===== config.mk =====
export PLATFORM = sky130hd
export DESIGN_NAME = radix4_mul_arbiter_flat
export DESIGN_NICKNAME = d
export VERILOG_FILES = /design/src/rtl/radix4_mul_arbiter_pkg.sv /design/src/rtl/radix4_mul_arbiter_if.sv /design/src/rtl/radix4_digit_pp.sv /design/src/rtl/radix4_mul_arbiter.sv /design/src/flat_wrapper.sv
export SDC_FILE = /design/constraint.sdc
export NUM_CORES = 1
export LEC_CHECK = 0
export ABC_AREA = 1
export CAP_MARGIN = 20
export CORE_MARGIN = 4
export CORE_UTILIZATION = 59
export CTS_BUF_LIST = sky130_fd_sc_hd__clkbuf_4
export CTS_CLUSTER_DIAMETER = 100
export DETAILED_ROUTE_END_ITERATION = 12
export PLACE_DENSITY = 0.93
export SYNTH_ARGS = -nofsm -noshare
export SYNTH_HDL_FRONTEND = slang
export SYNTH_SLANG_ARGS = --single-unit

===== constraint.sdc =====
create_clock -name Clock -period 3.71 [get_ports Clock]
set_input_delay 0.742 -clock Clock [delete_from_list [all_inputs] [get_ports Clock]]
set_output_delay 0.742 -clock Clock [all_outputs]
set_load 0.005 [all_outputs]

===== src/rtl/radix4_mul_arbiter_pkg.sv =====
// Shared constants for the two-requester sequenced radix-4 multiplier.
package radix4_mul_arbiter_pkg;

    localparam int unsigned DEF_WIDTH = 16;

    localparam logic [1:0] ST_IDLE = 2'd0;
    localparam logic [1:0] ST_RUN  = 2'd1;
    localparam logic [1:0] ST_DONE = 2'd2;

    localparam logic REQ0 = 1'b0;
    localparam logic REQ1 = 1'b1;

    // One radix-4 digit is retired per RUN cycle.
    function automatic int unsigned steps_of(input int unsigned width);
        return width / 2;
    endfunction

endpackage


===== src/rtl/radix4_mul_arbiter_if.sv =====
// Request/acknowledge and result bus between the execution units and the shared multiplier.
interface radix4_mul_arbiter_if #(
    parameter int unsigned WIDTH = radix4_mul_arbiter_pkg::DEF_WIDTH
);
    logic               iReq0;
    logic [WIDTH-1:0]   iA0;
    logic [WIDTH-1:0]   iB0;
    logic               oAck0;
    logic               iReq1;
    logic [WIDTH-1:0]   iA1;
    logic [WIDTH-1:0]   iB1;
    logic               oAck1;
    logic [2*WIDTH-1:0] oResult;
    logic               oValid;
    logic               oOwner;
    logic               oBusy;

    modport master (
        output iReq0, iA0, iB0, iReq1, iA1, iB1,
        input  oAck0, oAck1, oResult, oValid, oOwner, oBusy
    );

    modport slave (
        input  iReq0, iA0, iB0, iReq1, iA1, iB1,
        output oAck0, oAck1, oResult, oValid, oOwner, oBusy
    );
endinterface


===== src/rtl/radix4_digit_pp.sv =====
// Radix-4 partial product select: 0, A, 2A or 3A for one 2-bit multiplier digit.
module radix4_digit_pp #(
    parameter int unsigned W = 32
) (
    input  logic [W-1:0] a_sh,
    input  logic [1:0]   digit,
    output logic [W-1:0] pp
);
    always_comb begin
        pp = '0;
        case (digit)
            2'd0:    pp = '0;
            2'd1:    pp = a_sh;
            2'd2:    pp = a_sh << 1;
            default: pp = (a_sh << 1) + a_sh;
        endcase
    end
endmodule


===== src/rtl/radix4_mul_arbiter.sv =====
// Round-robin shared radix-4 shift-and-add multiplier; one digit per cycle,
// registered product returned with the owning requester index.
module radix4_mul_arbiter
    import radix4_mul_arbiter_pkg::*;
#(
    parameter int unsigned WIDTH = DEF_WIDTH
) (
    input  logic                 Clock,
    input  logic                 Reset,
    radix4_mul_arbiter_if.slave  bus
);
    localparam int unsigned STEPS = steps_of(WIDTH);
    localparam int unsigned PW    = 2 * WIDTH;
    localparam int unsigned CNT_W = (STEPS > 1) ? $clog2(STEPS) : 1;

    logic [1:0]       state;
    logic [1:0]       state_nxt;
    logic [PW-1:0]    a_sh;
    logic [WIDTH-1:0] b_sh;
    logic [PW-1:0]    acc;
    logic [PW-1:0]    pp;
    logic [PW-1:0]    acc_sum;
    logic [CNT_W-1:0] cnt;
    logic             owner;
    logic             last_served;
    logic             ack0_q;
    logic             ack1_q;
    logic             valid_q;
    logic             busy_q;
    logic             res_owner_q;
    logic [PW-1:0]    result_q;
    logic             grant_any;
    logic             grant_sel;
    logic             last_step;

    radix4_digit_pp #(.W(PW)) u_pp (
        .a_sh  (a_sh),
        .digit (b_sh[1:0]),
        .pp    (pp)
    );

    // Ties go to whoever was not served last.
    always_comb begin
        grant_any = bus.iReq0 | bus.iReq1;
        grant_sel = bus.iReq1 & (~bus.iReq0 | (last_served == REQ0));
        acc_sum   = acc + pp;
        last_step = (cnt == CNT_W'(STEPS - 1));
    end

    always_ff @(posedge Clock) begin
        if (Reset) state <= ST_IDLE;
        else       state <= state_nxt;
    end

    always_comb begin
        state_nxt = state;
        case (state)
            ST_IDLE: if (grant_any) state_nxt = ST_RUN;
            ST_RUN:  if (last_step) state_nxt = ST_DONE;
            ST_DONE: state_nxt = ST_IDLE;
            default: state_nxt = ST_IDLE;
        endcase
    end

    // Datapath and output registers; the product is loaded on the last RUN
    // edge so it is already visible while oValid is high in DONE.
    always_ff @(posedge Clock) begin
        if (Reset) begin
            a_sh        <= '0;
            b_sh        <= '0;
            acc         <= '0;
            cnt         <= '0;
            owner       <= REQ0;
            last_served <= REQ1;
            ack0_q      <= 1'b0;
            ack1_q      <= 1'b0;
            valid_q     <= 1'b0;
            busy_q      <= 1'b0;
            res_owner_q <= REQ0;
            result_q    <= '0;
        end else begin
            ack0_q  <= 1'b0;
            ack1_q  <= 1'b0;
            valid_q <= 1'b0;
            busy_q  <= (state_nxt != ST_IDLE);
            case (state)
                ST_IDLE: begin
                    if (grant_any) begin
                        a_sh        <= PW'(grant_sel ? bus.iA1 : bus.iA0);
                        b_sh        <= grant_sel ? bus.iB1 : bus.iB0;
                        acc         <= '0;
                        cnt         <= '0;
                        owner       <= grant_sel;
                        last_served <= grant_sel;
                        ack0_q      <= ~grant_sel;
                        ack1_q      <= grant_sel;
                    end
                end
                ST_RUN: begin
                    acc  <= acc_sum;
                    a_sh <= a_sh << 2;
                    b_sh <= b_sh >> 2;
                    cnt  <= cnt + CNT_W'(1);
                    if (last_step) begin
                        result_q    <= acc_sum;
                        res_owner_q <= owner;
                        valid_q     <= 1'b1;
                    end
                end
                default: ;
            endcase
        end
    end

    assign bus.oAck0   = ack0_q;
    assign bus.oAck1   = ack1_q;
    assign bus.oValid  = valid_q;
    assign bus.oBusy   = busy_q;
    assign bus.oOwner  = res_owner_q;
    assign bus.oResult = result_q;

endmodule


===== src/flat_wrapper.sv =====
// flat-port wrapper written by rule: the top's interface ports become plain ports
module radix4_mul_arbiter_flat import radix4_mul_arbiter_pkg::*;
#(
    parameter int unsigned WIDTH = DEF_WIDTH
)
  (Clock, Reset, bus_iReq0, bus_iA0, bus_iB0, bus_iReq1, bus_iA1, bus_iB1, bus_oAck0, bus_oAck1, bus_oResult, bus_oValid, bus_oOwner, bus_oBusy);
  radix4_mul_arbiter_if #(.WIDTH(WIDTH)) bus_i ();
  input  logic Clock;
  input  logic Reset;
  input wire logic [$bits(bus_i.iReq0)-1:0] bus_iReq0;
  input wire logic [$bits(bus_i.iA0)-1:0] bus_iA0;
  input wire logic [$bits(bus_i.iB0)-1:0] bus_iB0;
  input wire logic [$bits(bus_i.iReq1)-1:0] bus_iReq1;
  input wire logic [$bits(bus_i.iA1)-1:0] bus_iA1;
  input wire logic [$bits(bus_i.iB1)-1:0] bus_iB1;
  output wire logic [$bits(bus_i.oAck0)-1:0] bus_oAck0;
  output wire logic [$bits(bus_i.oAck1)-1:0] bus_oAck1;
  output wire logic [$bits(bus_i.oResult)-1:0] bus_oResult;
  output wire logic [$bits(bus_i.oValid)-1:0] bus_oValid;
  output wire logic [$bits(bus_i.oOwner)-1:0] bus_oOwner;
  output wire logic [$bits(bus_i.oBusy)-1:0] bus_oBusy;
  assign bus_i.iReq0 = bus_iReq0;
  assign bus_i.iA0 = bus_iA0;
  assign bus_i.iB0 = bus_iB0;
  assign bus_i.iReq1 = bus_iReq1;
  assign bus_i.iA1 = bus_iA1;
  assign bus_i.iB1 = bus_iB1;
  assign bus_oAck0 = bus_i.oAck0;
  assign bus_oAck1 = bus_i.oAck1;
  assign bus_oResult = bus_i.oResult;
  assign bus_oValid = bus_i.oValid;
  assign bus_oOwner = bus_i.oOwner;
  assign bus_oBusy = bus_i.oBusy;
  radix4_mul_arbiter #(.WIDTH(WIDTH)) u_core (.Clock(Clock), .Reset(Reset), .bus(bus_i));
endmodule

==> out/results.tsv, run 1 <==
stage	metric	value	unit
sta	rsz0062_at_grt	true	
floorplan	rows	45	
finish	stdcell_count	1685	
synth	syn_inst	1377	
critical_path	arrival	4.14	ns
critical_path	cp_num_buf_inv	4	
critical_path	cp_top_family	simple AND/OR/NAND/NOR gates	
floorplan	core	15150	sq um
sta	setup_viol	0	
clocking	clk_latency	0.58	ns
power	peakVddDrop	0.2472	mV
synth	synth.distinct_cells	53	
sta	max_slew_margin	36.60	%
finish	regArea	2525	sq um
synth	async_flop_share	0	%
finish	final_area	11230	sq um
grt	antenna_found_initial	0	
floorplan	die_x	132.3	um
critical_path	endpoint_kind	flop	
critical_path	cp_max_fo	5	
detailed_routing	first_pass_iters	6	
place	hpwl	19780	um
synth	synth_nets	1514	
floorplan	die-area	17500	sq um
place	io_buffers	104	
clocking	clock-sinks	124	
place	dp_cells	1645	
sta	period_share	98.59	%
place	gp_congestion	1.004	
sta	report.final.slew_viol_count	0	
finish	layout-drive-gt1-share	14.84	%
grt	grt_pass1_vias	9459	
finish	fillCellCount	1147	
sta	min_period	3.658	ns
clocking	cts_root_buf	clkbuf_4	
detailed_routing	viasPerCell	5.962	
floorplan	ios	105	
detailed_routing	routed_wl	27780	um
place	placed_cell_area	10420	sq um
worst_hold_path	hold_path_class	flop to flop	
synth	yosys_warnings	0	
critical_path	cp_data_required_time	4.19	ns
synth	synth.yosys.seq_area_share	27.24	%
flow_run	maxCapViolCount	0	
clocking	cts_max_path_buffers	2	
synth	synth_edf_count	0	
clocking	cts_buffers	17	
critical_path	max_stage_delay	0.40	ns
sta	hold_viol_final	0	
critical_path	cp_common_cell	nand2_1	
clocking	cts-htree-levels	4	
grt	grt_pass1_wl	43640	um
synth	ys_ff_latch	124	
sta	worst_pin_slew	0.9500	ns
finish	area_growth	23.22	%
detailed_routing	drtIter0Drc	962	
detailed_routing	wl_per_cell	16.48	um
sta	fmax	0.2734	GHz
sta	timing.hold.ws	0.4810	ns
floorplan	die_h	132.3	um
power	p_leak	4.902	nW
critical_path	critPathKind	flop to flop	
power	p_per_area	281.1	nW/um^2
clocking	postCtsHoldBufs	0	
floorplan	start_util	60.17	%
finish	multiInputGateArea	6266	sq um
finish	fin_nets	1620	
grt	grt_max_degree	77	
grt	grt_overflow	0	
synth	netlist_area	9114	sq um
clocking	cts_tree	built	
critical_path	worstSetupStartpointType	flop	
grt	track_usage	29.87	%
sta	clock_skew	0.02463	ns
synth	synthFlopType	dfxtp_1	
critical_path	crit_slowest_cell	dfxtp_4	
synth	avgSynthCellArea	6.619	sq um
clocking	path_clk_slew	0.14	ns
detailed_routing	ant_nets	0	
finish	post-route-util	74.14	%
detailed_routing	routed-via-count	10050	
detailed_routing	drc	0	
status	status	complete, no violations	
## synth_stat cells, types with 4 or more instances
library cell / n / area (sq um)
nand2_1: 369 / 1385
a21oi_1: 148 / 740.7
inv_1: 144 / 540.5
dfxtp_1: 124 / 2482
nor2_1: 106 / 397.9
o21ai_0: 71 / 355.3
ha_1: 67 / 838.3
nand3_1: 40 / 200.2
clkbuf_1: 39 / 146.4
a221oi_1: 27 / 236.5
o21bai_1: 20 / 150.1
a21o_1: 17 / 127.6
xor2_1: 17 / 148.9
o22ai_1: 14 / 87.58
a21oi_2: 13 / 113.9
nor3_1: 13 / 65.06
a22oi_1: 10 / 75.07
nand2_2: 10 / 62.56
nand4_1: 10 / 62.56
o211ai_1: 10 / 75.07
buf_1: 9 / 33.78
a31oi_1: 8 / 50.05
nand3_2: 8 / 80.08
xnor2_1: 8 / 70.07
o21ai_1: 7 / 35.03
nor2_2: 6 / 37.54
o21a_1: 6 / 45.04
clkinv_1: 5 / 18.77
or2_1: 5 / 31.28
buf_2: 4 / 20.02
## state kept, by name (all words and copies together), names as in the netlist
| register | flops |
|---|---|
| u_core.bus.oAck0 | 1 |
| u_core.last_served | 1 |
| u_core.acc | 32 |
| u_core.a_sh | 32 |
| u_core.state | 2 |
| u_core.bus.oResult | 32 |
| u_core.owner | 1 |
| u_core.bus.oValid | 1 |
| u_core.bus.oBusy | 1 |
| u_core.b_sh | 16 |
| u_core.bus.oOwner | 1 |
| u_core.bus.oAck1 | 1 |
| u_core.cnt | 3 |
## cell type report
class / instances / share of cell area (%)
Multi-Input combinational cell: 1047 / 55.80
Sequential cell: 124 / 22.48
Timing Repair Buffer: 141 / 11.83
Inverter: 152 / 5.081
Tap cell: 188 / 2.095
Clock inverter: 15 / 1.549
Clock buffer: 17 / 1.136
Antenna cell: 1 / 0.02228
## stage by stage
step	setup WS, ns	setup TNS, ns	total power, mW
after floorplan	0.3672	0	1.839
after global placement	0.05579	0	2.048
after detailed placement	-0.07210	-0.1503	2.063
after CTS	0.01882	0	3.100
after global routing	-0.1666	-1.152	3.292
final	0.05248	0	3.157
## power breakdown
part | internal [mW] | leakage (nW) | switching [mW] | total, mW
Clock | 0.422 | 0.162 | 0.631 | 1.05
Combinational | 0.275 | 3.72 | 0.392 | 0.667
Sequential | 1.38 | 1.02 | 0.0556 | 1.44
## final timing paths
path                            slack, ns  depth (start not counted)                      to                   from
worst max register to register       0.05                         26  u_core.bus.oResult[30]         u_core.a_sh[1]
worst min register to register       0.48                          2   u_core.bus.oResult[4]  u_core.bus.oResult[4]
worst max-delay path                 0.05                         26  u_core.bus.oResult[30]         u_core.a_sh[1]
worst min-delay path                 0.48                          2   u_core.bus.oResult[4]  u_core.bus.oResult[4]
## tightest hold or removal path: stages (launching register included)
cell and delay [ns]:
dfxtp_1 0.33, nand2_1 0.06, a21oi_1 0.06
## kinds of logic (layout without fill, tap and decap cells)
kind of cell	after synthesis	count (layout)	share of synthesized area, %
fa+ha+maj	69	69	9.638
simple gates	579	579	26.59
compound gates	373	373	25.36
other cells	0	1	0
buf+inv	206	325	8.663
mux	1	1	0.1098
xor+xnor	25	25	2.403
flops	124	124	27.24
## cell usage in the layout (no fill, tap or decap), types with 9 or more instances in the layout
cell               n
ha_1              47
dfxtp_2           13
a21o_1            17
nand3_2           10
nand3_1           38
nand2_1          358
o21bai_1          19
a21oi_2           30
buf_4             37
o22ai_1           14
nor2_2             9
dfxtp_1          104
a221oi_1          25
xor2_1            16
o21ai_1           14
a21oi_1          127
ha_4              12
o211ai_1          10
clkdlybuf4s50_1  103
nor2_1           101
nand4_1           10
a22oi_1           10
o21ai_0           60
nand2_2           21
clkbuf_4          17
inv_1            143
## per-layer routing
layer	vias to the layer above	GRT usage, %	routed length [um]
met3	118	5.840	1876
met5	-	0	0
li1	4832	-	-
met4	0	15.07	1358
met2	449	51.51	13330
met1	4647	35.44	11220
## what timing repair did
item | in CTS | in global routing
buffers inserted | 0 | 7
setup endpoints to repair | 7 | 34
pin swaps | 1 | 20
gates resized for setup | 5 | 120
(Power assumes the default switching activity.)
==> run 2, diff against run 1 <==
CTS_CLUSTER_DIAMETER = 80   (was 100)
==> results of run 2 <==
The final DEF is identical to that of run 1; final timing and power are the same.
